[src/rtl/cpu_types_pkg.sv]
// ============================================================================
//  Module   : cpu_types_pkg
//  Purpose  : Shared CPU/memory types: RAM word and RAM handshake state.
//  Revision : 1.0 - initial release
// ============================================================================
`default_nettype none

package cpu_types_pkg;

   typedef logic [31:0] word_t;

   typedef enum logic [1:0] {
      FREE   = 2'd0,
      BUSY   = 2'd1,
      ACCESS = 2'd2,
      ERROR  = 2'd3
   } ramstate_t;

endpackage

`default_nettype wire

[src/rtl/cache_mem_arbiter.sv]
// ============================================================================
//  Module   : cache_mem_arbiter
//  Purpose  : Serialises icache/dcache word requests onto one RAM port,
//             holding the dcache grant across multi-word sequences.
//  Options  : ARB_FAIRNESS_EN - icache wins the next tie after being starved.
//  Revision : 1.0 - initial release
// ============================================================================
`default_nettype none

module cache_mem_arbiter
   import cpu_types_pkg::*;
#(
   parameter int RAM_ADDR_W = 32
) (
   input  logic                  CLK,
   input  logic                  nRST,
   input  logic                  iREN,
   input  logic [RAM_ADDR_W-1:0] iaddr,
   output logic                  iwait,
   output word_t                 iload,
   input  logic                  dREN,
   input  logic                  dWEN,
   input  logic [RAM_ADDR_W-1:0] daddr,
   input  word_t                 dstore,
   output logic                  dwait,
   output word_t                 dload,
   output logic                  ramREN,
   output logic                  ramWEN,
   output logic [RAM_ADDR_W-1:0] ramaddr,
   output word_t                 ramstore,
   input  word_t                 ramload,
   input  ramstate_t             ramstate
);

   typedef enum logic [1:0] {
      IDLE   = 2'd0,
      DGRANT = 2'd1,
      IGRANT = 2'd2
   } arb_state_t;

   arb_state_t r_state;
   arb_state_t w_next_state;
   logic       w_dreq;
   logic       w_ram_access;
   logic       w_fair_override;

   assign w_dreq       = dREN | dWEN;
   // ERROR is deliberately not ACCESS: the requester keeps waiting and keeps the grant.
   assign w_ram_access = (ramstate == ACCESS);

`ifdef ARB_FAIRNESS_EN
   logic r_fair;
   logic r_i_seen;

   // r_i_seen remembers icache demand seen during the current dcache grant.
   always_ff @(posedge CLK or negedge nRST) begin
      if (!nRST) begin
         r_fair   <= 1'b0;
         r_i_seen <= 1'b0;
      end else begin
         if (r_state == IDLE && w_next_state == DGRANT)
            r_i_seen <= 1'b0;
         else if (r_state == DGRANT)
            r_i_seen <= r_i_seen | iREN;

         if (r_state == IDLE && w_next_state == IGRANT)
            r_fair <= 1'b0;
         else if (r_state == DGRANT && w_next_state == IDLE)
            r_fair <= r_fair | r_i_seen | iREN;
      end
   end

   assign w_fair_override = r_fair & iREN;
`else
   assign w_fair_override = 1'b0;
`endif

   always_ff @(posedge CLK or negedge nRST) begin
      if (!nRST)
         r_state <= IDLE;
      else
         r_state <= w_next_state;
   end

   always_comb begin
      w_next_state = r_state;
      case (r_state)
         IDLE: begin
            if (w_dreq && !w_fair_override)
               w_next_state = DGRANT;
            else if (iREN)
               w_next_state = IGRANT;
         end
         DGRANT: begin
            if (!w_dreq)
               w_next_state = IDLE;
         end
         IGRANT: begin
            if (w_ram_access || !iREN)
               w_next_state = IDLE;
         end
         default: w_next_state = IDLE;
      endcase
   end

   always_comb begin
      ramREN   = 1'b0;
      ramWEN   = 1'b0;
      ramaddr  = '0;
      ramstore = '0;
      iwait    = 1'b1;
      dwait    = 1'b1;
      iload    = '0;
      dload    = '0;
      case (r_state)
         DGRANT: begin
            ramREN   = dREN & ~dWEN;
            ramWEN   = dWEN;
            ramaddr  = daddr;
            ramstore = dstore;
            dwait    = ~w_ram_access;
            dload    = ramload;
         end
         IGRANT: begin
            ramREN   = iREN;
            ramaddr  = iaddr;
            iwait    = ~w_ram_access;
            iload    = ramload;
         end
         default: ;
      endcase
   end

endmodule

`default_nettype wire

[config.mk]
export PLATFORM = sky130hd
export DESIGN_NAME = cache_mem_arbiter
export DESIGN_NICKNAME = d
export VERILOG_FILES = /design/src/rtl/cpu_types_pkg.sv /design/src/rtl/cache_mem_arbiter.sv
export SDC_FILE = /design/constraint.sdc
export NUM_CORES = 1
export LEC_CHECK = 0
export ABC_AREA = 1
export CAP_MARGIN = 20
export CORE_AREA = 2 2 104 106
export DETAILED_ROUTE_END_ITERATION = 7
export DIE_AREA = 0 0 106 108
export PLACE_DENSITY_LB_ADDON = 0.12
export SYNTH_ARGS = -nofsm -noshare
export SYNTH_HDL_FRONTEND = slang
export SYNTH_SLANG_ARGS = --single-unit
[constraint.sdc]
create_clock -name CLK -period 1.9 [get_ports CLK]
set_input_delay 0.38 -clock CLK [delete_from_list [all_inputs] [get_ports CLK]]
set_output_delay 0.38 -clock CLK [all_outputs]
set_load 0.01 [all_outputs]
==> implementation parameters, run 1 <==
Parameter                              Value

Run status
  Status ... complete, but fails checks
  Violations in the final reports ... negative setup slack

Floorplan
  Die X-Extent ... 106 um
  Die height ... 108 um
  CORE AREA ... 10230 um2
  Die outline area ... 11450 um2
  Effective utilization at floorplan ... 0.1459
  Number of top-level pins ... 267
  Standard-cell row count ... 37

Final layout
  Layout overhead on the synthesized area ... 226.8%
  Fraction of the core area covered by cells at the end of the flow ... 0.4768
  Register with the highest flop count ... r_state
  Most frequent standard cell in the layout excluding fill and tap cells ... clkdlybuf4s50_1
  Commonest cells after routing, fill and taps aside ... clkdlybuf4s50_1, nand2_1, buf_2, inv_1, nand2_2
  Number of flip-flops in the largest register ... 2
  Largest registers ... r_state x2
  Storage cell area ... 50.05 um2
  # diodes ... 0
  Proportion of layout cells with a drive suffix above 1 ... 0.4316
  Area of the multi-input gates ... 1214 um2
  Total number of nets in the final design ... 792
  Final design instance area without fill ... 4878 um2
  Count of fill cells added during filler insertion ... 1067
  Non-filler cells in the finished layout ... 787

GRT
  Global-route wire length before repair ... 14950 um
  Antenna violations before repair ... 0
  Maximum number of pins on one net before global-route repair ... 20
  GR Util All Layers ... 0.1630
  Sum of overflow across all layers after global routing ... 0
  Number of global-route vias before repair ... 2961

Setup path
  Buffer and inverter count on the worst path ... 5
  CP delay by family, top ... buffers and inverters
  Slowest cell on the critical path ... dfrtp_1
  Highest fanout seen on the critical path ... 6
  Critical path depth ... 8
  Worst stage delay on the critical path ... 0.37 ns
  Cell breakdown of the critical path ... buf_6 -> ha_4 -> buf_6 -> buf_6 -> buf_6 -> nand2_1 -> a21oi_2 -> buf_2
  Endpoint class of the critical path ... output pin
  Nature of the critical path startpoint ... flop
  Data required, critical path ... 1.52 ns
  Register-to-register setup slack ... 0.32 ns
  CP Class ... reg -> out
  Worst Path Arrival ... 1.62 ns
  Most frequent cell on the critical path ... buf_6
  Reg-to-reg critical path startpoint ... r_state[1]
  Length in cells of the worst reg-to-reg path ... 11
  Critical R2R Capture ... r_state[0]

Yosys
  Cell area after technology mapping ... 1493 um2
  Synth Register Bits ... 2
  Mapped Avg Cell Area ... 4.327 um2
  Count of cell types in the netlist ... 12
  Number of warnings issued by yosys ... 0
  Cell count after synthesis ... 345
  Net count of the mapped netlist ... 484
  Fraction of the yosys area taken by sequential cells ... 0.03353

STA
  Total setup violations reported at the end of the flow ... 35
  Number of endpoints with negative hold slack in the final report ... 0
  Worst Tran Pin Value ... 0.1659 ns
  Max-slew headroom ... 0.8894
  Fin crit share ... 1.052
  Unrepaired setup endpoints after global routing ... yes
  Final Max Tran Viols ... 0
  Highest clock frequency the design can meet ... 500.2 MHz
  Worst setup margin ... -0.09905 ns
  Setup TNS ... -1.883 ns
  Minimum clock period after layout ... 1.999 ns
  Clock Skew ... 0.002321 ns

Clocking
  CTS clk-pin slew, worst paths ... 0.03 ns
  Root cell of the clock tree ... clkbuf_8
  Number of clock buffers inserted by TritonCTS ... 3
  Depth of the CTS H-tree ... 1
  Buffer levels on the longest clock path ... 2
  CTS Hold Bufs ... 0
  TritonCTS clock tree ... done
  Clock latency reported for the late side of the worst-skew pair ... 0.22 ns
  CTS sink count ... 2

Detailed routing
  1st-pass router iterations ... 4
  Count of vias placed by the detailed router ... 3092
  Drt wl/cell ... 13.88 um
  Number of nets with antenna violations after routing ... 0
  Average via count per standard cell ... 3.929
  Detailed Route WL ... 10920 um
  # DRC ... 0
  Detailed Route Iter0 Violations ... 142

Place
  Routability cong. ... 0.7743
  Placement Setup Slack ... -0.1810 ns
  Area after detailed placement ... 4467 um2
  HPWL reported at the end of detailed placement ... 7425 um
  Port Buffer Count ... 266
  Cell Count Post-Placement ... 749

Min path
  Hold Crit Class ... in -> async

Pwr
  Worst voltage drop across the vdd grid ... 0.6453 mV
  Power density relative to cell area ... 1072 nW/um2
  Static leakage power ... 2.971 nW

Flow run
  Max-capacitance violation count ... 0
[report_power, final]
| part | switching (mW) | internal (mW) |
|---|---|---|
| Sequential | 0.0144 | 0.0579 |
| Clock | 0.0439 | 0.135 |
| Combinational | 2.36 | 2.62 |
[worst register-to-register path, stage by stage (launching register included)]
cell,delay (ns)
dfrtp_1,0.40
buf_6,0.14
ha_4,0.18
buf_12,0.13
buf_4,0.12
nand2_1,0.07
buf_4,0.10
inv_1,0.03
nand2_1,0.08
nand3_1,0.11
nand2_1,0.07
nand2_1,0.05
[cells in the mapped netlist]
library cell | count | share of area
nand3_1 | 5 | 0.017
buf_1 | 2 | 0.0050
nand4_1 | 2 | 0.0084
inv_1 | 106 | 0.27
buf_6 | 3 | 0.023
a21oi_1 | 33 | 0.11
buf_4 | 10 | 0.050
dfrtp_1 | 2 | 0.034
buf_2 | 6 | 0.020
ha_1 | 4 | 0.034
nor2_1 | 2 | 0.0050
nand2_1 | 170 | 0.43
[worst max path at each step]
stage / from / end / slack, ns
floorplan: r_state[0] / ramaddr[10] / 0.31
global placement: r_state[0] / ramaddr[5] / -0.17
detailed placement: r_state[0] / ramaddr[28] / -0.18
CTS: r_state[1] / ramaddr[0] / -0.1
global route: r_state[0] / ramaddr[16] / -0.18
finish: r_state[0] / ramaddr[16] / -0.1
[layer usage]
| metal | vias up | part of all wire | GRT usage |
|---|---|---|---|
| li1 | 1569 | - | - |
| met1 | 1365 | 0.36 | 0.1713 |
| met2 | 146 | 0.54 | 0.3304 |
| met3 | 12 | 0.082 | 0.03556 |
| met4 | 0 | 0.013 | 0.03289 |
| met5 | - | 0 | 0 |
[kinds of logic after synthesis]
logic type               synth area share
flip-flops                        0.03353
buffers and inverters              0.3646
AO/OA/AOI/OAI                      0.1106
adder cells (fa/ha/maj)           0.03353
AND/OR/NAND/NOR                    0.4577
[metrics by stage]
step                hold WS [ns]  total power, mW
finish                    0.3229            5.231
global route              0.3262            5.610
CTS                       0.3242            4.575
detailed placement        0.5542            3.771
global placement          0.5507            3.763
floorplan                0.08441            1.579
[cell type report]
type	count	share of cell area
Inverter	106	0.08310
Sequential cell	2	0.01026
Timing Repair Buffer	324	0.6145
Clock buffer	3	0.008464
Tap cell	136	0.03488
Multi-Input combinational cell	216	0.2488
[what timing repair did]
action | in CTS | in global routing
endpoints found under the setup margin | 132 | 111
resized for setup | 559 | 110
cloned | 6 | 7
pin swaps | 12 | 16
buffers inserted | 28 | 4
Power figures use the tool's default switching activity.
==> run 2, diff against run 1 <==
--- a/config.mk
+++ b/config.mk
@@ -10,7 +10,6 @@
 export CORE_AREA = 2 2 104 106
 export DETAILED_ROUTE_END_ITERATION = 7
 export DIE_AREA = 0 0 106 108
-export PLACE_DENSITY_LB_ADDON = 0.12
 export SYNTH_ARGS = -nofsm -noshare
 export SYNTH_HDL_FRONTEND = slang
 export SYNTH_SLANG_ARGS = --single-unit
==> run 2 against run 1 <==
Effect of this change:
- the run still ends with negative setup slack left
- maximum frequency increased by 3.3%
- routed wire length decreased by 2.8%
- sequential share of layout area about the same
- critical path type unchanged
- critical endpoint is now ramstore[27]
==> implementation parameters, run 2 (same netlist as run 1, synthesis figures left out) <==
Parameter                              Value

Clocking
  Clock latency reported for the late side of the worst-skew pair ... 0.21 ns
  Root cell of the clock tree ... clkbuf_8
  CTS sink count ... 2
  CTS clk-pin slew, worst paths ... 0.03 ns
  Buffer levels on the longest clock path ... 2
  TritonCTS clock tree ... done
  Depth of the CTS H-tree ... 1
  Number of clock buffers inserted by TritonCTS ... 3
  CTS Hold Bufs ... 0

Flow run
  Max-capacitance violation count ... 0

Floorplan
  CORE AREA ... 10230 um2
  Standard-cell row count ... 37
  Number of top-level pins ... 267
  Die height ... 108 um
  Die X-Extent ... 106 um
  Die outline area ... 11450 um2
  Effective utilization at floorplan ... 0.1459

Final layout
  Most frequent standard cell in the layout excluding fill and tap cells ... nand2_1
  Register with the highest flop count ... r_state
  # diodes ... 0
  Layout overhead on the synthesized area ... 212.6%
  Commonest cells after routing, fill and taps aside ... nand2_1, clkdlybuf4s50_1, inv_1, buf_2, dlygate4sd2_1
  Largest registers ... r_state x2
  Proportion of layout cells with a drive suffix above 1 ... 0.3159
  Count of fill cells added during filler insertion ... 1072
  Total number of nets in the final design ... 771
  Final design instance area without fill ... 4666 um2
  Number of flip-flops in the largest register ... 2

Setup path
  Worst Path Arrival ... 1.56 ns
  Endpoint class of the critical path ... output pin
  Slowest cell on the critical path ... dfrtp_1
  Highest fanout seen on the critical path ... 8
  Critical path depth ... 8
  Nature of the critical path startpoint ... flop
  CP delay by family, top ... buffers and inverters
  Buffer and inverter count on the worst path ... 6
  Worst stage delay on the critical path ... 0.39 ns
  Data required, critical path ... 1.52 ns
  Length in cells of the worst reg-to-reg path ... 9
  Cell breakdown of the critical path ... buf_6 -> ha_4 -> buf_12 -> buf_12 -> buf_8 -> nand2_2 -> inv_2 -> buf_6
  CP Class ... reg -> out

GRT
  Sum of overflow across all layers after global routing ... 0
  Number of global-route vias before repair ... 2922
  Global-route wire length before repair ... 15260 um
  GR Util All Layers ... 0.1657
  Antenna violations before repair ... 0
  Maximum number of pins on one net before global-route repair ... 27

Place
  Routability cong. ... 0.9077
  Port Buffer Count ... 266
  Area after detailed placement ... 4394 um2
  HPWL reported at the end of detailed placement ... 7383 um

Run status
  Status ... complete, but fails checks
  Violations in the final reports ... negative setup slack

Detailed routing
  Count of vias placed by the detailed router ... 3049
  Average via count per standard cell ... 3.980
  1st-pass router iterations ... 6
  Detailed Route WL ... 10610 um
  Number of nets with antenna violations after routing ... 0
  # DRC ... 0
  Drt wl/cell ... 13.85 um
  Detailed Route Iter0 Violations ... 98

STA
  Final hold slack ... 0.3359 ns
  Number of endpoints with negative hold slack in the final report ... 0
  Final Max Tran Viols ... 0
  Worst Tran Pin Value ... 0.1513 ns
  Worst setup margin ... -0.03561 ns
  Clock Skew ... 0.0004235 ns
  Unrepaired setup endpoints after global routing ... yes
  Fin crit share ... 1.019
  Total setup violations reported at the end of the flow ... 16
  Highest clock frequency the design can meet ... 516.6 MHz
  Minimum clock period after layout ... 1.936 ns
  Max-slew headroom ... 0.8988

Min path
  Hold Crit Class ... in -> async

Pwr
  Power density relative to cell area ... 1003 nW/um2
  Static leakage power ... 2.845 nW
  Worst voltage drop across the vdd grid ... 0.5163 mV
-- run 2: path summary, 6_finish.rpt --
check | from | end | slack, ns
min in group CLK | r_state[1] | r_state[1] | 0.63
worst min register to register | r_state[1] | r_state[1] | 0.63
worst max register to register | r_state[1] | r_state[1] | 0.48
max in group asynchronous | nRST | r_state[1] | 1.44
worst min-delay path | nRST | r_state[0] | 0.34
worst max-delay path | r_state[0] | ramstore[27] | -0.04
-- run 2: through the flow --
| stage | setup TNS, ns | utilization | instances | worst slack [ns] | power, mW |
|---|---|---|---|---|---|
| final | -0.3107 | 0.4560 | 766 | -0.03561 | 4.682 |
| after detailed placement | -14.90 | 0.4295 | 744 | -0.2676 | 3.601 |
| after global placement | -11.93 | 0.4295 | 744 | -0.2769 | 3.590 |
| after CTS | -3.012 | 0.4476 | 768 | -0.1494 | 4.513 |
| after floorplan | 0 | - | 345 | 0.3074 | 1.579 |
| after global routing | -3.041 | 0.4560 | 766 | -0.09683 | 5.049 |
-- run 2: where the power goes --
part           total [mW]  leakage, nW  internal, mW  switching, mW
Sequential         0.0701       0.0259        0.0579         0.0121
Clock               0.168       0.0216         0.134         0.0342
Combinational        4.44         2.80          2.25           2.20
-- run 2: routing by layer --
layer / global-route usage / vias up / part of all wire
li1: - / 1532 / -
met1: 0.1894 / 1379 / 0.38
met2: 0.3258 / 128 / 0.54
met3: 0.02592 / 10 / 0.067
met4: 0.03008 / 0 / 0.011
met5: 0 / - / 0
-- run 2: layout make-up --
type / instances / area, um2 / share of cell area
clock buffer: 3 / 41.29 / 0.008850
inverter: 106 / 405.4 / 0.08689
multi-input combinational: 216 / 1139 / 0.2440
sequential: 2 / 50.05 / 0.01073
tap: 136 / 170.2 / 0.03647
timing repair buffer: 303 / 2860 / 0.6130
-- run 2: timing repair --
action,4_1_cts,5_1_grt
resized for setup,432,95
pin swaps,5,15
endpoints found under the setup margin,132,115
endpoints found under the hold margin,0,0
gates cloned,8,3
buffers inserted,13,3
==> run 3, diff against run 2 <==
--- a/config.mk
+++ b/config.mk
@@ -10,6 +10,7 @@
 export CORE_AREA = 2 2 104 106
 export DETAILED_ROUTE_END_ITERATION = 7
 export DIE_AREA = 0 0 106 108
+export SETUP_SLACK_MARGIN = 0.4
 export SYNTH_ARGS = -nofsm -noshare
 export SYNTH_HDL_FRONTEND = slang
 export SYNTH_SLANG_ARGS = --single-unit
==> constraint.sdc (replaced) <==
create_clock -name CLK -period 1.8 [get_ports CLK]
set_input_delay 0.36 -clock CLK [delete_from_list [all_inputs] [get_ports CLK]]
set_output_delay 0.36 -clock CLK [all_outputs]
set_load 0.01 [all_outputs]
==> run 3 against run 2 <==
Effect of this change:
- the run still ends with negative setup slack left
- register-to-register slack got worse by 0.16 ns
- first-iteration DRC count fell by 27%
- sequential share of layout area fell by 0.29 points
- cell area rose by 37%
- die area did not move
- flip-flop and latch count did not move
- largest cell class unchanged
- hold slack got worse by 0.020 ns
- utilization rose by 17 points
- critical path depth rose by 1
==> implementation parameters, run 3 (same netlist as run 1, synthesis figures left out) <==
Parameter                              Value

Setup path
  Cell breakdown of the critical path ... buf_6 -> ha_4 -> buf_6 -> buf_12 -> buf_12 -> buf_6 -> nand2_4 -> inv_2 -> buf_6
  Nature of the critical path startpoint ... flop
  Endpoint class of the critical path ... output pin
  Highest fanout seen on the critical path ... 6
  Worst Path Arrival ... 1.62 ns
  Most frequent cell on the critical path ... buf_6
  CP Class ... reg -> out
  Worst stage delay on the critical path ... 0.38 ns
  Data required, critical path ... 1.44 ns
  Slowest cell on the critical path ... dfrtp_1
  CP delay by family, top ... buffers and inverters
  Buffer and inverter count on the worst path ... 7

Min path
  Hold Crit Class ... in -> async

GRT
  Global-route wire length before repair ... 15950 um
  Antenna violations before repair ... 0
  GR Util All Layers ... 0.1729
  Maximum number of pins on one net before global-route repair ... 19
  Sum of overflow across all layers after global routing ... 0
  Number of global-route vias before repair ... 3216

Final layout
  # diodes ... 0
  Commonest cells after routing, fill and taps aside ... clkdlybuf4s50_1, buf_6, inv_2, nand2_4, nand2_2
  Register with the highest flop count ... r_state
  Fraction of the core area covered by cells at the end of the flow ... 0.6232
  Count of fill cells added during filler insertion ... 887
  Total number of nets in the final design ... 818
  Layout overhead on the synthesized area ... 327.2%
  Largest registers ... r_state x2
  Proportion of layout cells with a drive suffix above 1 ... 0.6898
  Most frequent standard cell in the layout excluding fill and tap cells ... clkdlybuf4s50_1
  Number of flip-flops in the largest register ... 2

STA
  Unrepaired setup endpoints after global routing ... yes
  Highest clock frequency the design can meet ... 505.8 MHz
  Worst setup margin ... -0.1770 ns
  Final hold slack ... 0.3157 ns
  Worst Tran Pin Value ... 0.2374 ns
  Fin crit share ... 1.098
  Total setup violations reported at the end of the flow ... 95
  Clock Skew ... 0.001348 ns
  Max-slew headroom ... 0.8412
  Final Max Tran Viols ... 0
  Number of endpoints with negative hold slack in the final report ... 0
  Minimum clock period after layout ... 1.977 ns

Clocking
  Number of clock buffers inserted by TritonCTS ... 3
  CTS sink count ... 2
  Clock latency reported for the late side of the worst-skew pair ... 0.21 ns
  TritonCTS clock tree ... done
  Depth of the CTS H-tree ... 1
  Buffer levels on the longest clock path ... 2
  CTS Hold Bufs ... 0
  Root cell of the clock tree ... clkbuf_8
  CTS clk-pin slew, worst paths ... 0.03 ns

Place
  Routability cong. ... 0.7938
  HPWL reported at the end of detailed placement ... 7316 um
  Port Buffer Count ... 266
  Placement Setup Slack ... -0.2618 ns

Detailed routing
  # DRC ... 0
  Average via count per standard cell ... 4.066
  Count of vias placed by the detailed router ... 3306
  Detailed Route Iter0 Violations ... 72
  1st-pass router iterations ... 4
  Drt wl/cell ... 14.40 um
  Detailed Route WL ... 11710 um
  Number of nets with antenna violations after routing ... 0

Pwr
  Overall power after layout ... 7.691 mW
  Static leakage power ... 3.577 nW
  Worst voltage drop across the vdd grid ... 0.7074 mV
  Power density relative to cell area ... 1206 nW/um2

Floorplan
  Die outline area ... 11450 um2
  Die X-Extent ... 106 um
  CORE AREA ... 10230 um2
  Number of top-level pins ... 267
  Standard-cell row count ... 37
  Die height ... 108 um
  Effective utilization at floorplan ... 0.1459

Run status
  Violations in the final reports ... negative setup slack
  Status ... complete, but fails checks

Flow run
  Max-capacitance violation count ... 0
## run 3: cell count changes in the layout (fill, tap and decap cells not counted), moves of 8 or more
cell | before | now
clkbuf_2 | 9 | 0
inv_2 | 11 | 83
clkdlybuf4s15_1 | 16 | 0
dlygate4sd2_1 | 26 | 0
nand2_1 | 143 | 48
buf_12 | 6 | 22
buf_6 | 21 | 116
a21oi_2 | 23 | 31
nand2_2 | 24 | 50
nand2_4 | 3 | 72
a21oi_1 | 9 | 0
buf_2 | 67 | 44
inv_1 | 94 | 21
## run 3: worst register-to-register path, cell delays in order, from the launching register on
cell and delay (ns):
dfrtp_1 0.39, buf_6 0.13, ha_4 0.19, buf_12 0.14, buf_16 0.14, nand2_4 0.07, inv_4 0.04, nand2_4 0.06
nand3_2 0.07, nand2_1 0.07, nand2_1 0.05
## run 3: worst paths after layout
path | start | endpoint | slack [ns] | depth (start not counted)
min in group CLK | r_state[1] | r_state[1] | 0.63 | 3
worst max-delay path | r_state[0] | dload[20] | -0.18 | 9
max in group asynchronous | nRST | r_state[1] | 1.36 | 1
worst min-delay path | nRST | r_state[0] | 0.32 | 1
worst min register to register | r_state[1] | r_state[1] | 0.63 | 3
worst max register to register | r_state[1] | r_state[1] | 0.32 | 10
## run 3: through the flow
| stage | area, um2 | TNS (ns) | instances |
|---|---|---|---|
| floorplan | 1688 | 0 | 345 |
| global placement | 4611 | -17.40 | 745 |
| detailed placement | 4611 | -19.39 | 745 |
| CTS | 5428 | -9.964 | 798 |
| global route | 6376 | -14.19 | 813 |
| finish | 6376 | -9.729 | 813 |
## run 3: what timing repair did
action	in CTS	in global routing
buffers inserted	38	10
gates cloned	12	5
pin swaps	4	29
resized for setup	701	239
setup endpoints to repair	134	134
## run 3: per-layer routing
| layer | part of all wire | up-vias | global-route usage | wire (um) |
|---|---|---|---|---|
| met5 | 0 | - | 0 | 0 |
| met4 | 0.0089 | 0 | 0.02914 | 104 |
| met3 | 0.060 | 8 | 0.02893 | 702 |
| met2 | 0.56 | 150 | 0.3461 | 6569 |
| met1 | 0.37 | 1510 | 0.1926 | 4336 |
| li1 | - | 1638 | - | - |
## run 3: area by class of cell
class	count	area (um2)	area share
multi-input combinational	216	1788	0.2804
clock buffer	3	41.29	0.006476
timing repair buffer	350	3919	0.6146
inverter	106	407.9	0.06397
sequential	2	50.05	0.007849
tap	136	170.2	0.02669
## run 3: power by group
part	leakage (nW)	internal [mW]	switching (mW)
combinational	3.53	4.22	3.22
clock	0.0216	0.141	0.0356
sequential	0.0259	0.0612	0.0129
total	3.58	4.42	3.27
